`config.mk`:
```
export PLATFORM = sky130hd
export DESIGN_NAME = control_pipe
export DESIGN_NICKNAME = d
export VERILOG_FILES = /design/src/rtl/control_pipe.sv
export SDC_FILE = /design/constraint.sdc
export NUM_CORES = 1
export LEC_CHECK = 0
export CAP_MARGIN = 20
export CORE_AREA = 2 2 61 63
export CTS_CLUSTER_SIZE = 30
export DETAILED_ROUTE_END_ITERATION = 10
export DIE_AREA = 0 0 63 65
export MAX_ROUTING_LAYER = met4
export PLACE_DENSITY = 0.7
export SLEW_MARGIN = 20
export SYNTH_ARGS = -nofsm -noshare
export SYNTH_HDL_FRONTEND = slang
export SYNTH_SLANG_ARGS = --single-unit
```
`constraint.sdc`:
```
create_clock -name clk -period 1.35 [get_ports clk]
set_input_delay 0.27 -clock clk [delete_from_list [all_inputs] [get_ports clk]]
set_output_delay 0.27 -clock clk [all_outputs]
set_load 0.02 [all_outputs]
```
`src/rtl/control_pipe.sv`:
```
// control_pipe: decode control through E/M/W registers, execute redirect and in/out I/O handshake FSM
module control_pipe (
  input  logic       clk,
  input  logic       rst,
  input  logic       reg_write_d,
  input  logic [2:0] result_src_d,
  input  logic       mem_write_d,
  input  logic       jump_d,
  input  logic       branch_d,
  input  logic [3:0] alu_control_d,
  input  logic       alu_src_d,
  input  logic       alu_op_and_d,
  input  logic       funct3_0_d,
  input  logic       out_issued_d,
  input  logic       in_issued_d,
  input  logic       stall_e,
  input  logic       flush_e,
  input  logic       cond_e,
  input  logic       in_valid,
  output logic       in_ready,
  output logic       out_valid,
  input  logic       out_ready,
  output logic       io_stall,
  output logic [3:0] alu_control_e,
  output logic       alu_src_e,
  output logic       alu_op_and_e,
  output logic       reg_write_e,
  output logic [2:0] result_src_e,
  output logic       mem_write_e,
  output logic       pc_src_e,
  output logic       reg_write_m,
  output logic [2:0] result_src_m,
  output logic       mem_write_m,
  output logic       reg_write_w,
  output logic [2:0] result_src_w
);
  logic [15:0] d_w, e_q;
  logic [4:0]  m_q;
  logic [3:0]  w_q;
  logic        done_q, hold_w, hs_w;
  assign d_w = {in_issued_d, out_issued_d, funct3_0_d, alu_op_and_d, alu_src_d, alu_control_d,
                branch_d, jump_d, mem_write_d, result_src_d, reg_write_d};
  assign in_ready  = ~rst & ~done_q & e_q[15] & in_valid;
  assign out_valid = ~rst & ~done_q & e_q[14];
  assign io_stall  = ~done_q & ((e_q[15] & ~in_valid) | (e_q[14] & ~out_ready));
  assign hold_w    = stall_e | io_stall;
  assign hs_w      = in_ready | (out_valid & out_ready);
  assign pc_src_e  = e_q[5] | (e_q[6] & (cond_e ^ e_q[13]));
  assign reg_write_e   = e_q[0];
  assign result_src_e  = e_q[3:1];
  assign mem_write_e   = e_q[4];
  assign alu_control_e = e_q[10:7];
  assign alu_src_e     = e_q[11];
  assign alu_op_and_e  = e_q[12];
  assign reg_write_m   = m_q[0];
  assign result_src_m  = m_q[3:1];
  assign mem_write_m   = m_q[4];
  assign reg_write_w   = w_q[0];
  assign result_src_w  = w_q[3:1];
  always_ff @(posedge clk) begin
    if (rst) begin
      e_q    <= '0;
      m_q    <= '0;
      w_q    <= '0;
      done_q <= 1'b0;
    end else begin
      e_q    <= hold_w ? e_q : flush_e ? '0 : d_w;
      m_q    <= hold_w ? '0 : e_q[4:0];
      w_q    <= m_q[3:0];
      done_q <= done_q ? hold_w : (hs_w & stall_e);
    end
  end
endmodule

```
== After elaboration in Yosys (flattened, before gate mapping) ==
Index checks and enable logic that the tools add are counted.
Storage, ports and cells
  register bits: 26
  bits in latches: 0
  bits in writable memories: 0
  ROM bits: 0
  input bits: 23
  output and inout bits: 24
  word-level logic and storage cells: 26
  memories: 0
Operators by class
  add/sub/neg operators: 0
  $mul: 0
  div/mod/pow operators: 0
  $lt $le $gt $ge: 0
  equal/unequal tests: 0
  shifts and indexed selects: 0
  muxes and demuxes: 2
  bitwise logic cells: 19
  reduce and logical (&&, ||, !) cells: 1
Operator list (count)
  16-bit two-way mux: 1
  1-bit AND: 10
  1-bit inverter: 4
  1-bit bitwise OR: 4
  2-bit OR reduction: 1
  1-bit two-way mux: 1
  1-bit bitwise XOR: 1

== Longest topological paths before layout ==
  depth in word-level cells: 7
  mapped depth: 7
  gate-level depth less buffers: 6

== Worst setup path after synthesis ==
No wires, ideal clock.
  kind: input port to flip-flop
  from: input port in_valid
  to: register e_q[10]
  library setup time: 117 ps
  arrival time: 1119 ps
  required time: 1233 ps
  slack: 114 ps
  stages: 7
  path buffers: 1
  path through: nand2b_2 -> nand2_2 -> nand2b_4 -> inv_4 -> nor4_4 -> buf_6 -> a22o_2
Between the ends
  word-level cells in the longest chain between the ends: 5
Ends and longest elaborated chain
  start: declaration: line 19  | input logic in_valid,
  1-bit inverter: line 45  | assign io_stall = ~done_q & ((e_q[15] & ~in_valid) | (e_q[14] & ~out_ready));
  1-bit AND: line 45
  1-bit bitwise OR: line 45
  1-bit AND: line 45
  net io_stall: line 23  | output logic io_stall,
  1-bit bitwise OR: line 46  | assign hold_w = stall_e | io_stall;
  end signal: assignment: line 67  | e_q <= hold_w ? e_q : flush_e ? '0 : d_w;
  end: declaration: line 37  | logic [15:0] d_w, e_q;
The timed path passes the listed nets, and every way through them passes these cells.
A chain may end at the register's enable or synchronous reset.

== Worst setup path in the final report ==
  from: register e_q[15]
  to: register e_q[5]
Between the ends
  word-level cells in the longest chain between the ends: 4
Ends and longest elaborated chain (line)
  1-bit AND: 45
  1-bit bitwise OR: 45
  1-bit AND: 45
  1-bit bitwise OR: 46
No other way between the ends.

==> reports/summary.txt <==
vias per inst = 4.38
min cycle time layout = 1390 ps
Max Freq = 720 MHz
required time of the critical path = 1580 ps
synth warn = 0
sequential share of the synthesized area = 0.529
post-synthesis mux area share = 0
final slew viol count = 0
final worst slack = -39.2 ps
final design utilization = 0.488
CP endpoint kind = flop
vias in the first global route = 869
die area = 0.00410 mm2
largest family of logic cells by synthesized area = compound AO/OA/AOI/OAI gates
Hold Crit Start = out_ready
Max-Cap Viols = 0
Post-Synth Simple-Gate Area = 0.170
initial antenna violation count = 0
layout cell share with drive strength beyond 1 = 0.433
total CTS buffers = 3
arrival time at the worst endpoint = 1620 ps
worst slew pin tran = 383 ps
ranking of synthesized cells by area = dfxtp_1 53%, a22o_2 13%, buf_4 6.1%
Tot GR Track Use = 0.130
Cell Rows = 22
Post-Syn Instances = 85
worst-path maximum fanout = 7
WL per Instance = 12.9 um
Worst Hold Class = primary input to flop
failing checks = setup timing
post-synth top area share = 0.529
RSZ-0062 raised after global routing = yes
Initial Utilization = 0.282
Synth Area in Compound Gates = 0.198
I/O pin count = 47
P&R area growth vs syn = 73.2%
Worst Setup Start Kind = flop
worst vdd rail ir drop = 0.000454 V
TritonCTS clock tree = yes
# DRC = 0
largest net degree at the start of global routing = 16
Tot Pwr = 1.62 mW
First-pass DRT Iterations = 2
via count = 827
Die W = 63 um
H-tree depth = 1
GPL Wtd Cong = 0.723
status = finished, violations left
Iter 0 DRT Violations = 24
Yosys reg bits = 26
DRT Wirelength = 2440 um
Final #Nets = 165
commonest non-fill, non-tap cell in the layout = dfxtp_1
CTS Hold Bufs = 0
synthesized cell area = 985 um2
placed cell count = 180
R2R Path Start = e_q[15]$_SDFFE_PP0N_
Post-DP HPWL = 1720 um
PortBufs = 46
crit path from = e_q[15]$_SDFFE_PP0N_
Antenna Nets Post-Route = 0
Period Utilization, post-route = 1.03
DIE HEIGHT = 65 um
crit-path most repeated cell = nand2b_4
post-synthesis adder-cell area fraction = 0
CTS clk-pin slew, worst paths = 140 ps
Syn Nets = 108
pwr dens = 951 mW/mm2
diode count = 0
Setup-failing EPs final = 8
commonest cells after routing, fill and taps aside = 22 x dfxtp_1, 18 x clkdlybuf4s50_1, 13 x buf_4
clk_skew = 3.20 ps
post-synth top area cell = dfxtp_1
Leak Pwr = 0.786 nW
worst-case clock buffer depth = 2
Clk Latency, worst-skew pair = 320 ps
CTS root buf = clkbuf_4
CP cell instances = nand2b_4 > nand2_4 > nand2b_4 > inv_4 > buf_6 > nor4_4 > buf_4 > clkbuf_16 > a22o_4
Core Region = 0.00350 mm2
Syn Area/Cell = 11.6 um2
Max-slew headroom = 0.744
Clock Sinks = 26
first-pass GRT wire length = 4010 um
XOR/XNOR share of the synthesized area = 0.00889
Non-Filler Instances = 189
Slowest Stage Delay on Critical Path = 380 ps
Max stage delay cell, worst path = dfxtp_2
Setup CP Type = flop to flop
Distinct cells, synth = 21
grt ovf = 0
Final Hold Fails = 0
-- synthesized netlist by cell type, drive strengths merged --
cell type / number
nor4: 1
a22o: 13
inv: 2
nor2b: 4
xor2: 1
nand2b: 6
nand2: 1
dfxtp: 26
nand3: 1
nor2: 6
a21o: 1
a32o: 1
and3: 5
a21bo: 1
buf: 10
o2bb2ai: 2
a21oi: 4
-- layer usage --
layer,track usage,routed length [um],vias up
met2,0.221,1260,32
li1,-,-,407
met3,0.0295,108,2
met5,-,0,-
met1,0.148,1050,386
met4,0.0556,18,0
-- timing repair --
action,CTS,global route
endpoints found under the setup margin,40,29
resized for setup,66,23
setup buffers,3,2
pin swaps,6,7
cloned,1,0
-- cells by family (layout without fill, tap and decap cells) --
family,count (synthesis),in the layout
xor+xnor,1,1
flops,26,26
simple gates,24,24
buf+inv,12,68
compound gates,22,22
-- cell type report --
type / instances / area (um2)
tap: 48 / 60.1
timing repair buffer: 62 / 581
clock buffer: 3 / 22.5
multi-input combinational: 47 / 474
sequential: 26 / 528
clock inverter: 1 / 30.0
fill: 346 / 1790
inverter: 2 / 10.0
-- report_power, final --
part	switching, mW	internal (mW)	leakage (nW)	total, mW
Clock	0.232	0.300	0.0279	0.532
Combinational	0.117	0.162	0.545	0.279
Sequential	0.0188	0.793	0.213	0.811
Total	0.368	1.25	0.786	1.62
-- sequential cells by signal (all words and copies together) (netlist names) --
register and count:
done_q 1, e_q 16, w_q 4, m_q 5
-- final timing paths --
check,to,slack [ps],depth (start not counted)
worst max-delay path,e_q[5]$_SDFFE_PP0N_,-40,9
worst min-delay path,done_q$_SDFF_PP0_,420,3
worst max register to register,e_q[5]$_SDFFE_PP0N_,-40,9
worst min register to register,w_q[0]$_SDFF_PP0_,480,1
-- through the flow --
step	instance area (um2)	hold WS (ps)	TNS, ps	worst slack, ps
final	1710	425	-209	-39.2
after global routing	1710	440	-1210	-91.6
after CTS	1670	412	-1740	-124
after detailed placement	1520	461	-10650	-648
after global placement	1520	449	-9710	-602
after floorplan	985	387	0	114
-- worst max-delay path, delay by kind of cell, from the launching register on --
family,cells,cell delay [ps]
compound gates,1,230
simple gates,4,240
buf+inv,4,460
flops,1,380
Power figures use the tool's default switching activity.
